### src/rtl/vga_scan_engine.sv
// rtl/vga_scan_engine.sv - programmable VGA timing and double-buffered framebuffer scan-out
// Optional colour-bar source enabled by defining VGA_TESTPAT_EN.
module vga_scan_engine #(
  parameter int H_ACTIVE    = 800,
  parameter int H_FP        = 24,
  parameter int H_SYNC      = 72,
  parameter int H_BP        = 128,
  parameter int V_ACTIVE    = 600,
  parameter int V_FP        = 1,
  parameter int V_SYNC      = 2,
  parameter int V_BP        = 22,
  parameter bit H_POL       = 1'b1,
  parameter bit V_POL       = 1'b1,
  parameter int SCALE_SHIFT = 3,
  parameter int PIX_W       = 8,
  parameter int RD_LAT      = 1,
  parameter int ADDR_W      = 14
) (
  input  logic              CLK,
  input  logic              RST,
  input  logic              SWAP_REQ,
`ifdef VGA_TESTPAT_EN
  input  logic              TESTPAT,
`endif
  input  logic [PIX_W-1:0]  RD_DATA,
  output logic              SWAP_ACK,
  output logic              BUF_SEL,
  output logic [ADDR_W:0]   RD_ADDR,
  output logic              HSYNC,
  output logic              VSYNC,
  output logic              DE,
  output logic [PIX_W-1:0]  PIXEL,
  output logic              FRAME_START
);

  localparam int H_TOTAL = H_ACTIVE + H_FP + H_SYNC + H_BP;
  localparam int V_TOTAL = V_ACTIVE + V_FP + V_SYNC + V_BP;
  localparam int FB_W    = H_ACTIVE >> SCALE_SHIFT;
  localparam int D       = RD_LAT + 2;
  localparam int HW      = $clog2(H_TOTAL);
  localparam int VW      = $clog2(V_TOTAL);
  localparam logic [VW-1:0] SCALE_MASK = VW'((1 << SCALE_SHIFT) - 1);

  logic [HW-1:0]     h;
  logic [VW-1:0]     v;
  logic [HW:0]       hx;
  logic [VW:0]       vx;
  logic              h_last, v_last, frame_end;
  logic              active, hs, vs, fs;
  logic              pending;
  logic [ADDR_W-1:0] line_base;
  logic [D-1:0]      act_p, hs_p, vs_p, fs_p;
  logic [PIX_W-1:0]  pix_src;

  assign hx        = {1'b0, h};
  assign vx        = {1'b0, v};
  assign h_last    = (h == HW'(H_TOTAL - 1));
  assign v_last    = (v == VW'(V_TOTAL - 1));
  assign frame_end = h_last && v_last;

  always_ff @(posedge CLK) begin
    if (RST) begin
      h <= '0;
      v <= '0;
    end else if (h_last) begin
      h <= '0;
      v <= v_last ? '0 : v + VW'(1);
    end else begin
      h <= h + HW'(1);
    end
  end

  always_comb begin
    active = (hx < (HW+1)'(H_ACTIVE)) && (vx < (VW+1)'(V_ACTIVE));
    hs = ((hx >= (HW+1)'(H_ACTIVE + H_FP)) && (hx < (HW+1)'(H_ACTIVE + H_FP + H_SYNC)))
         ? H_POL : ~H_POL;
    vs = ((vx >= (VW+1)'(V_ACTIVE + V_FP)) && (vx < (VW+1)'(V_ACTIVE + V_FP + V_SYNC)))
         ? V_POL : ~V_POL;
    fs = (h == '0) && (v == '0);
  end

  // Row start address advances by one framebuffer line each time v enters a new scaled row.
  always_ff @(posedge CLK) begin
    if (RST) begin
      line_base <= '0;
    end else if (h_last) begin
      if (v_last)
        line_base <= '0;
      else if (((v + VW'(1)) & SCALE_MASK) == '0)
        line_base <= line_base + ADDR_W'(FB_W);
    end
  end

  always_ff @(posedge CLK) begin
    if (RST) RD_ADDR <= '0;
    else     RD_ADDR <= {BUF_SEL, line_base + ADDR_W'(h >> SCALE_SHIFT)};
  end

  // Buffer flips on the last cycle of a frame so the first address of the next frame already uses it.
  always_ff @(posedge CLK) begin
    if (RST) begin
      BUF_SEL  <= 1'b0;
      pending  <= 1'b0;
      SWAP_ACK <= 1'b0;
    end else begin
      SWAP_ACK <= 1'b0;
      if (frame_end && (pending || SWAP_REQ)) begin
        BUF_SEL  <= ~BUF_SEL;
        SWAP_ACK <= 1'b1;
        pending  <= 1'b0;
      end else if (SWAP_REQ) begin
        pending <= 1'b1;
      end
    end
  end

  always_ff @(posedge CLK) begin
    if (RST) begin
      act_p <= '0;
      hs_p  <= {D{~H_POL}};
      vs_p  <= {D{~V_POL}};
      fs_p  <= '0;
    end else begin
      act_p <= {act_p[D-2:0], active};
      hs_p  <= {hs_p[D-2:0], hs};
      vs_p  <= {vs_p[D-2:0], vs};
      fs_p  <= {fs_p[D-2:0], fs};
    end
  end

`ifdef VGA_TESTPAT_EN
  localparam int BAR_W = H_ACTIVE / 8;
  localparam int RW    = (PIX_W + 2) / 3;
  localparam int GW    = (PIX_W + 1) / 3;
  localparam int BW    = PIX_W / 3;

  logic [2:0] bar_k;
  logic [2:0] bar_p [D-1];
  logic [2:0] bar_out;

  assign bar_k   = 3'(h / HW'(BAR_W));
  assign bar_out = bar_p[D-2];

  // Bar index rides the same delay as the RAM read so bars line up with DE exactly.
  always_ff @(posedge CLK) begin
    if (RST) begin
      for (int i = 0; i < D - 1; i++) bar_p[i] <= '0;
    end else begin
      bar_p[0] <= bar_k;
      for (int i = 1; i < D - 1; i++) bar_p[i] <= bar_p[i-1];
    end
  end

  assign pix_src = TESTPAT ? {{RW{bar_out[2]}}, {GW{bar_out[1]}}, {BW{bar_out[0]}}} : RD_DATA;
`else
  assign pix_src = RD_DATA;
`endif

  always_ff @(posedge CLK) begin
    if (RST) PIXEL <= '0;
    else     PIXEL <= act_p[D-2] ? pix_src : '0;
  end

  assign HSYNC       = hs_p[D-1];
  assign VSYNC       = vs_p[D-1];
  assign DE          = act_p[D-1];
  assign FRAME_START = fs_p[D-1];

endmodule

### config.mk
export PLATFORM = sky130hd
export DESIGN_NAME = vga_scan_engine
export DESIGN_NICKNAME = d
export VERILOG_FILES = /design/src/rtl/vga_scan_engine.sv
export SDC_FILE = /design/constraint.sdc
export NUM_CORES = 1
export LEC_CHECK = 0
export ABC_AREA = 1
export CAP_MARGIN = 20
export CORE_ASPECT_RATIO = 1.25
export CORE_UTILIZATION = 40
export CTS_CLUSTER_DIAMETER = 200
export DETAILED_ROUTE_END_ITERATION = 8
export GPL_TIMING_DRIVEN = 0
export HOLD_SLACK_MARGIN = 0.08
export SLEW_MARGIN = 20
export SYNTH_ARGS = -nofsm -noshare
export SYNTH_HDL_FRONTEND = slang
export SYNTH_SLANG_ARGS = --single-unit
### constraint.sdc
create_clock -name CLK -period 4.4 [get_ports CLK]
set_clock_uncertainty 0.2 [all_clocks]
set_input_delay 1.1 -clock CLK [delete_from_list [all_inputs] [get_ports CLK]]
set_output_delay 1.1 -clock CLK [all_outputs]
set_load 0.05 [all_outputs]
==> run metrics <==
part of the cycle the worst path needs 0.631; highest achievable clock rate about 360 MHz; total routing resource utilization after global routing 0.183; Worst Setup Slack post-DPL around 1.4 ns; CTS max path bufs 2; post-synthesis register bit count 70; final number of hold-violating endpoints 0; worst slew margin relative to its limit 0.625; Req. time, crit path 3.10 ns; ranking of synthesized cells by area dfxtp_1, nand2_1, nor2_1, inv_1, ha_1; DIE HEIGHT roughly 100 um; number of standard cells in the final layout excluding fillers about 560; initial antenna violation count 0; result of the run complete, no violations; Port Buf Inserts 39; H-tree levels 3; post-cts sizing count 0; slowest cell delay on critical path 0.80 ns; clock period minus final worst setup slack between 2 and 3 ns; post-CTS clock slew at the launch and capture registers of the worst setup and hold paths around 0.080 ns; post-DR vias/cell between 4 and 5; DRT Pass-1 Iters 4; Buf+Inv Stages, Crit Path 1; Core Box Area 0.00749 mm2; setup repair after global routing missed its margin no; CTS root buf clkbuf_8; number of placement rows 35; largest area contributor in the netlist dfxtp_1; post-synthesis cell area 0.00313 mm2; Finish-stage setup viols 0; DR vias 2647; Inserted Diodes 0; maximum fanout along the worst path 2; setup repair bufs after CTS 0; critical path, cell by cell clkdlybuf4s50_1; wire length of the first global-routing pass around 11000 um; Max Cap Viol 0; Worst Setup End Kind output port; filler instances around 720; Crit path arrival time ~1.5 ns; most frequent cells in the layout nand2_1, dfxtp_1, nor2_1; number of buffers added by the clock tree synthesis step 9; mean instance size in the synthesized netlist ~7.5 um2; number of violations reported at the end of detailed-routing iteration 0 65; area share of the largest cell type after synthesis 0.447; maximum VDD drop 198 uV; die width slightly above 80 um; number of global-route vias before repair 2541; number of hold-repair buffers added at the cts stage 0; leakage power of the design between 1.5 and 2 nW; worst-path cell with the longest stage delay clkdlybuf4s50_1; worst hold-check path type register to register; Final GP Congestion approximately 0.88; slew of the pin with the lowest slew margin 0.563 ns; final antenna-violating net count 0; final setup margin 1.62 ns; share of cells above drive strength 1 0.0996; Initial Util 0.419; number of top-level design ports 40; placed instance count roughly 550; Layout area overhead 22.8%; share of synthesized area occupied by flip-flops and latches 0.447; most common cell after layout, fill and taps aside nand2_1; clock tree from TritonCTS yes; final-layout worst hold slack ~0.20 ns; pin count of the biggest net entering global routing 14; gate family responsible for the most delay along the worst path buffers and inverters; post-detailed-placement half-perimeter wirelength approximately 4800 um; sum of negative setup slack 0 ns; category of the most critical setup path register to output port; net total in the final layout 490; Mapped Nets 440; number of warnings issued by yosys 0; crit path launch type register; post-route DRC violation count 0; leftover overflow at the end of global routing 0; power density of the placed cells between 300 and 400 mW/mm2; routed length per placed instance about 11 um; instance count of the mapped netlist 417; clock latency at the later pin of the worst-skew pair roughly 0.35 ns; area of the die ~0.0082 mm2; max-slew violation total from the final report 0; PnR Total Power about 1.2 mW; CTS sink cnt 70; total length of routed wires ~6500 um; count of cell types in the netlist 32
-- Yosys cell counts --
cell type	n
o21ai_1	1
a211oi_1	1
o2111ai_1	1
inv_4	1
nor2_1	70
nand2_1	77
nand2_4	1
a21oi_1	21
buf_6	1
clkbuf_1	3
xor2_1	5
nor4_1	3
nor2_4	2
o21ai_0	18
or2_2	1
nand4_2	1
nand3_1	18
nor2_8	1
nand2_2	11
inv_1	63
nand3_2	1
nand2_8	3
a31oi_1	2
o211ai_1	1
nor2_2	8
clkinv_1	1
dfxtp_1	70
nand3b_1	1
nor3_1	9
nor3b_1	2
ha_1	12
nand4_1	7
-- path summary, 6_finish.rpt --
path | start | endpoint | slack (ns) | cells past startpoint
max | BUF_SEL$_SDFFE_PP0P_ | BUF_SEL | 1.62 | 1
min | fs_p[1]$_SDFF_PP0_ | fs_p[2]$_SDFF_PP0_ | 0.20 | 2
min reg2reg | fs_p[1]$_SDFF_PP0_ | fs_p[2]$_SDFF_PP0_ | 0.20 | 2
max reg2reg | h[0]$_SDFF_PP0_ | line_base[6]$_SDFFE_PP0P_ | 2.40 | 11
-- cell type report --
| class | instances | area, um2 | area share |
|---|---|---|---|
| multi-input combinational | 278 | 1460 | 0.380 |
| sequential | 70 | 1400 | 0.364 |
| timing repair buffer | 39 | 390 | 0.101 |
| inverter | 65 | 246 | 0.0641 |
| clock buffer | 10 | 138 | 0.0358 |
| tap | 92 | 115 | 0.0299 |
| clock inverter | 6 | 70.1 | 0.0182 |
| buffer | 4 | 22.5 | 0.00585 |
-- cells by family (layout without fill, tap and decap cells) --
group | after synthesis | in the layout | synth area share
buffers and inverters | 69 | 124 | 0.0858
XOR/XNOR | 5 | 5 | 0.0140
AO/OA/AOI/OAI | 45 | 45 | 0.0755
AND/OR/NAND/NOR | 216 | 216 | 0.330
flip-flops | 70 | 70 | 0.447
adder cells (fa/ha/maj) | 12 | 12 | 0.0479
-- state kept, by name (all words and copies together), names as in the netlist --
register / count
BUF_SEL: 1
PIXEL: 8
RD_ADDR: 15
SWAP_ACK: 1
act_p: 3
fs_p: 3
h: 10
hs_p: 3
line_base: 12
pending: 1
v: 10
vs_p: 3
-- where the power goes --
group          switching, mW  internal, mW  leakage [nW]  total [mW]
clock                  0.251         0.281         0.107       0.532
sequential           0.00338         0.641         0.567       0.644
combinational         0.0332        0.0216          1.02      0.0547
total                  0.288         0.944          1.69        1.23
-- metal layers --
layer	vias up	routed length, um	global-route usage	part of all wire
li1	1413	-	-	-
met1	1179	2850	0.203	0.44
met2	44	3270	0.327	0.51
met3	11	219	0.0452	0.034
met4	0	119	0.0755	0.018
met5	-	0	0	0
-- per-stage QoR --
stage / utilization / cell area, um2
2_1_floorplan: - / 3130
3_5_place_dp: 0.486 / 3640
5_1_grt: 0.514 / 3850
3_3_place_gp: 0.486 / 3640
4_1_cts: 0.514 / 3850
6_report: 0.514 / 3850
Power figures use the tool's default switching activity.
